==> src/rtl/random_led_array_controller.sv <==
// Random target LED picker with difficulty-dependent colouring and a
// continuously refreshed WS2811 frame serializer (LED 0 first, MSB first).
module random_led_array_controller #(
    parameter int N_LEDS       = 16,
    parameter int POS_W        = $clog2(N_LEDS),
    parameter int T0H          = 25,
    parameter int T1H          = 60,
    parameter int TBIT         = 125,
    parameter int RESET_CYCLES = 2500,
    parameter int FADE_STEP    = 50000,
    parameter int BLINK_CYCLES = 12500000
) (
    input  logic             clock,
    input  logic             reset,
    input  logic             gerar_jogada,
    input  logic             trigger,
    input  logic [9:0]       contador_jogo,
    input  logic [9:0]       mid_idx,
    input  logic [9:0]       max_idx,
    input  logic [1:0]       nivel_dificuldade,
    output logic [POS_W-1:0] position_led,
    output logic             frame_done,
    output logic             serial,
    output logic             db_serial
);
    localparam int TK_W = $clog2(TBIT + 1);
    localparam int RC_W = $clog2(RESET_CYCLES + 1);
    localparam int FS_W = $clog2(FADE_STEP + 1);
    localparam int BL_W = $clog2(BLINK_CYCLES + 1);

    localparam logic [1:0] S_LOAD  = 2'd0;
    localparam logic [1:0] S_SEND  = 2'd1;
    localparam logic [1:0] S_LATCH = 2'd2;

    logic [15:0]      lfsr_q, lfsr_d;
    logic [POS_W-1:0] pos_q, pos_d, cand;
    logic [16:0]      prod;
    logic [7:0]       bright_q, bright_d;
    logic [FS_W-1:0]  fstep_q, fstep_d;
    logic [BL_W-1:0]  blink_cnt_q, blink_cnt_d;
    logic             blink_tog_q, blink_tog_d;
    logic [23:0]      base_col, fade_col, out_col;
    logic [1:0]       state_q, state_d;
    logic [TK_W-1:0]  tick_q, tick_d, hi_len;
    logic [4:0]       bitn_q, bitn_d;
    logic [POS_W-1:0] led_q, led_d, snap_pos_q, snap_pos_d;
    logic [RC_W-1:0]  lat_q, lat_d;
    logic [23:0]      snap_col_q, snap_col_d, sr_q, sr_d;
    logic             serial_q, serial_d, frame_done_q, frame_done_d;

    function automatic logic [7:0] scale(input logic [7:0] c, input logic [7:0] b);
        logic [16:0] p;
        p = 17'(c) * (17'(b) + 17'd1);
        return 8'(p >> 8);
    endfunction

    // Galois LFSR and collision-free position draw
    always_comb begin
        lfsr_d = {1'b0, lfsr_q[15:1]} ^ (lfsr_q[0] ? 16'hB400 : 16'h0000);
        prod   = 17'(lfsr_q[7:0]) * 17'(N_LEDS);
        cand   = POS_W'(prod >> 8);
        pos_d  = pos_q;
        if (gerar_jogada) begin
            if (cand != pos_q)                    pos_d = cand;
            else if (cand == POS_W'(N_LEDS - 1))  pos_d = '0;
            else                                  pos_d = cand + POS_W'(1);
        end
    end

    always_comb begin
        bright_d = bright_q;
        fstep_d  = fstep_q;
        if (trigger || gerar_jogada) begin
            bright_d = 8'hFF;
            fstep_d  = '0;
        end else if (fstep_q == FS_W'(FADE_STEP - 1)) begin
            fstep_d = '0;
            if (bright_q != 8'd0) bright_d = bright_q - 8'd1;
        end else begin
            fstep_d = fstep_q + FS_W'(1);
        end

        blink_cnt_d = blink_cnt_q + BL_W'(1);
        blink_tog_d = blink_tog_q;
        if (blink_cnt_q == BL_W'(BLINK_CYCLES - 1)) begin
            blink_cnt_d = '0;
            blink_tog_d = ~blink_tog_q;
        end
    end

    always_comb begin
        if (contador_jogo < mid_idx)      base_col = 24'h00FF00;
        else if (contador_jogo < max_idx) base_col = 24'hFFFF00;
        else                              base_col = 24'hFF0000;
        fade_col = {scale(base_col[23:16], bright_q), scale(base_col[15:8], bright_q),
                    scale(base_col[7:0], bright_q)};
        case (nivel_dificuldade)
            2'b10:   out_col = blink_tog_q ? base_col : 24'h0;
            2'b11:   out_col = fade_col;
            default: out_col = base_col;
        endcase
    end

    // Frame sequencer; serial is registered from next-state values so it
    // lines up with the state it belongs to without a combinational output.
    always_comb begin
        state_d    = state_q;
        tick_d     = tick_q;
        bitn_d     = bitn_q;
        led_d      = led_q;
        lat_d      = lat_q;
        snap_pos_d = snap_pos_q;
        snap_col_d = snap_col_q;
        sr_d       = sr_q;
        case (state_q)
            S_LOAD: begin
                state_d    = S_SEND;
                tick_d     = '0;
                bitn_d     = '0;
                led_d      = '0;
                snap_pos_d = pos_q;
                snap_col_d = out_col;
                sr_d       = (pos_q == '0) ? out_col : 24'h0;
            end
            S_SEND: begin
                if (tick_q == TK_W'(TBIT - 1)) begin
                    tick_d = '0;
                    if (bitn_q == 5'd23) begin
                        bitn_d = '0;
                        if (led_q == POS_W'(N_LEDS - 1)) begin
                            state_d = S_LATCH;
                            lat_d   = '0;
                        end else begin
                            led_d = led_q + POS_W'(1);
                            sr_d  = (led_q + POS_W'(1) == snap_pos_q) ? snap_col_q : 24'h0;
                        end
                    end else begin
                        bitn_d = bitn_q + 5'd1;
                        sr_d   = {sr_q[22:0], 1'b0};
                    end
                end else begin
                    tick_d = tick_q + TK_W'(1);
                end
            end
            default: begin
                if (lat_q == RC_W'(RESET_CYCLES - 1)) state_d = S_LOAD;
                else                                  lat_d   = lat_q + RC_W'(1);
            end
        endcase
        hi_len       = sr_d[23] ? TK_W'(T1H) : TK_W'(T0H);
        serial_d     = (state_d == S_SEND) && (tick_d < hi_len);
        frame_done_d = (state_d == S_LATCH) && (lat_d == RC_W'(RESET_CYCLES - 1));
    end

    always_ff @(posedge clock) begin
        if (reset) begin
            lfsr_q       <= 16'hACE1;
            pos_q        <= '0;
            bright_q     <= 8'hFF;
            fstep_q      <= '0;
            blink_cnt_q  <= '0;
            blink_tog_q  <= 1'b1;
            state_q      <= S_LOAD;
            tick_q       <= '0;
            bitn_q       <= '0;
            led_q        <= '0;
            lat_q        <= '0;
            snap_pos_q   <= '0;
            snap_col_q   <= '0;
            sr_q         <= '0;
            serial_q     <= 1'b0;
            frame_done_q <= 1'b0;
        end else begin
            lfsr_q       <= lfsr_d;
            pos_q        <= pos_d;
            bright_q     <= bright_d;
            fstep_q      <= fstep_d;
            blink_cnt_q  <= blink_cnt_d;
            blink_tog_q  <= blink_tog_d;
            state_q      <= state_d;
            tick_q       <= tick_d;
            bitn_q       <= bitn_d;
            led_q        <= led_d;
            lat_q        <= lat_d;
            snap_pos_q   <= snap_pos_d;
            snap_col_q   <= snap_col_d;
            sr_q         <= sr_d;
            serial_q     <= serial_d;
            frame_done_q <= frame_done_d;
        end
    end

    assign position_led = pos_q;
    assign frame_done   = frame_done_q;
    assign serial       = serial_q;
    assign db_serial    = serial_q;
endmodule

==> config.mk <==
export PLATFORM = sky130hd
export DESIGN_NAME = random_led_array_controller
export DESIGN_NICKNAME = d
export VERILOG_FILES = /design/src/rtl/random_led_array_controller.sv
export SDC_FILE = /design/constraint.sdc
export NUM_CORES = 1
export LEC_CHECK = 0
export ABC_AREA = 1
export CORE_MARGIN = 1.5
export CORE_UTILIZATION = 25
export CTS_BUF_LIST = sky130_fd_sc_hd__clkbuf_16
export CTS_CLUSTER_SIZE = 25
export DETAILED_ROUTE_END_ITERATION = 6
export GPL_TIMING_DRIVEN = 0
export PLACE_DENSITY = 0.4
export SLEW_MARGIN = 30
export SYNTH_ARGS = -nofsm -noshare
export SYNTH_HDL_FRONTEND = slang
export SYNTH_SLANG_ARGS = --single-unit
export TNS_END_PERCENT = 10
==> constraint.sdc <==
create_clock -name clock -period 8.3 [get_ports clock]
set_clock_uncertainty 0.2 [all_clocks]
set_input_delay 1.245 -clock clock [delete_from_list [all_inputs] [get_ports clock]]
set_output_delay 1.245 -clock clock [all_outputs]
set_load 0.005 [all_outputs]
==> qor.txt <==
CTS tree - done
Mapped Area - 11,100 um2
Leak Pwr - 5.92 nW
final core utilization - 29.6%
Cell Pwr Density - 136 nW/um2
initial DRC count - 552
initial antenna violation count - 0
grt ovf - 0
first-pass GRT wire length - 46,500 um
HP Class - flip-flop to flip-flop
area delta synth->final - 16.0%
drt wl/cell - 12.5 um
Die ar. - 45,500 um2
H-tree depth - 4
Peak VDD IR - 0.118 mV
Non-Filler Instances - 2,161
DRC violation count after routing - 0
hold path depth - 2
largest net degree at the start of global routing - 19
vias in the first global route - 9,282
critical path's slowest cell - fa_1
layout net count - 1,760
min Tclk post-route - 7640 ps
Setup-failing EPs final - 0
GPL Wtd Cong - 0.805
IO Pins - 43
maximum clock rate - 0.131 GHz
drt pass-1 iters - 5
routed vias - 9,287
ant diodes - 0
Avg Cell Area, Syn - 7.37 um2
Slew headroom - 46.9%
Num CTS Buffers - 17
Routed Antenna Nets - 0
CP Class - input port to flip-flop
fraction of final layout cells sized beyond drive strength 1 - 7.74%
Worst R2R Setup Slack - 1500 ps
slowest stage delay, CP - 580 ps
vias per cell - 4.30
drt total wl - 27,100 um
CP Capture Type - flip-flop
final slew viol count - 0
syn_nets - 1,699
Hold-fix buffers, CTS - 0
cell count after synthesis - 1,502
most frequent cells in the layout - nand2_1 (280), inv_1 (276), dfxtp_1 (144), nor2_1 (126), a21oi_1 (94)
reg2reg start - bright_q[0]
CP dominant cell by count - nand2_1
CTS resizes - 0
Fin. Hold Viols - 0
maxcap violations - 0
EDFF count, synth - 0
critical path fanouts, max - 10
Synth Register Bits - 144
Req. time, crit path - 8430 ps
Worst setup endpoint - db_serial
die extent in y - 213 um
Synth Flop Type - dfxtp_1
commonest non-fill, non-tap cell in the layout - nand2_1
row cnt - 76
Seq/Total Area, Yosys - 26.1%
clock transition at the registers of the reported paths - 70 ps
CP startpoint kind - input port
status - finished, final reports clean
HPWL after detailed placement - 21,800 um
# fillers - 4,733
Final Cycle Share - 92.0%
Post-Place Cells - 2,129
Worst R2R End - db_serial
asr flop ratio synth - 0%
Initial Utilization - 25.5%
Worst-Skew Late Latency - 460 ps
post-CTS setup buffer count - 0
Core ar. - 43,400 um2
Yosys cell types - 52
Worst R2R Path Depth - 31
clk buf depth - 2
Setup crit start - mid_idx[9]
clock sinks - 144
RSZ-0062 raised after global routing - no
port bufs - 42
Yosys warnings - 0
gr usage total - 13.0%
setup TNS - 0 ps
Die X - 213 um
CTS root buf - clkbuf_16
Arr. time, crit path - 7770 ps
Worst Tran Pin Value - 793 ps
==> layer usage <==
metal  GRT usage, %  up-vias  share of wire, %
met5              0        -                 0
met4           3.79        0               1.5
met3           2.23       25               2.3
met2           20.6       78                44
met1           18.0     4276                52
li1               -     4908                 -
==> report_power, final <==
group,switching [mW],internal [mW]
combinational,0.134,0.0863
clock,0.383,0.409
sequential,0.0155,0.714
==> per-stage QoR <==
| step | power [mW] | cell area [um2] | setup WS, ps | hold WS, ps |
|---|---|---|---|---|
| after global routing | 1.84 | 12800 | 86.4 | 217 |
| after detailed placement | 0.968 | 12200 | 109 | 194 |
| after CTS | 1.78 | 12800 | 548 | 204 |
| after floorplan | 0.890 | 11100 | 1560 | 188 |
| after global placement | 0.968 | 12200 | 15.4 | 190 |
| final | 1.74 | 12800 | 660 | 202 |
==> worst min path at each step <==
stage                     startpoint    endpoint
after global routing       lfsr_q[3]   lfsr_q[2]
after global placement     lfsr_q[2]   lfsr_q[1]
after CTS                  lfsr_q[3]   lfsr_q[2]
after floorplan           lfsr_q[15]  lfsr_q[14]
after detailed placement   lfsr_q[3]   lfsr_q[2]
final                      lfsr_q[3]   lfsr_q[2]
==> registers in the layout (all words and copies together) (netlist names), 2 cells and up <==
signal,flops
bright_q,8
snap_col_q,16
state_q,2
sr_q,23
lat_q,12
blink_cnt_q,24
bitn_q,5
fstep_q,16
position_led,4
snap_pos_q,4
led_q,4
tick_q,7
lfsr_q,16
==> worst max-delay path: cells and delay by family <==
family / cells / cell delay [ps]
buffers and inverters: 7 / 1000
AND/OR/NAND/NOR: 12 / 1720
adder cells (fa/ha/maj): 7 / 3080
AO/OA/AOI/OAI: 5 / 700
==> cell type report <==
| class | count | area, um2 | area share (%) |
|---|---|---|---|
| clock inverter | 15 | 185 | 1.44 |
| sequential | 144 | 2880 | 22.5 |
| tap | 585 | 732 | 5.70 |
| clock buffer | 17 | 425 | 3.31 |
| timing repair buffer | 42 | 420 | 3.28 |
| inverter | 295 | 1110 | 8.65 |
| buffer | 31 | 166 | 1.30 |
| multi-input combinational | 1032 | 6910 | 53.9 |
==> synthesized netlist by cell type, types with 3 or more instances <==
master    number  area [um2]
buf_4          4        30.0
a21oi_2        3        26.3
nor4_1         3        18.8
a21o_1         3        22.5
o21ai_1        7        35.0
or2_2          6        37.5
nor2_1       127         477
ha_1          93        1160
fa_1          68        1360
a31oi_1       19         119
nand3_2        5        50.1
o21a_1         5        37.5
a21oi_1       94         470
nand2_1      280        1050
nand3_1       88         440
nand4_1       20         125
and3_1         3        18.8
buf_6          3        33.8
a21boi_0       3        22.5
clkbuf_1      12        45.0
nor3_1        34         170
inv_1        276        1040
dfxtp_1      144        2880
o21bai_1       4        30.0
o21ai_0       63         315
nand3b_1       5        37.5
buf_2         10        50.1
nor3_2         6        60.1
nor3b_1        8        60.1
o211ai_1       5        37.5
nor2_2         9        56.3
xor2_1        24         210
o32ai_1        4        35.0
xnor2_1       11        96.3
inv_2         16        60.1
nor2_4         8        90.1
nand2_2        7        43.8
==> logic make-up after synthesis <==
logic type	synth area share, %
and+or+nand+nor	25.9
xor gates and xnor gates	2.77
DFF	26.1
AOI/OAI and AO/OA	10.9
adders and majority gates	22.8
buffers and inverters	11.5
(Power assumes the default switching activity.)
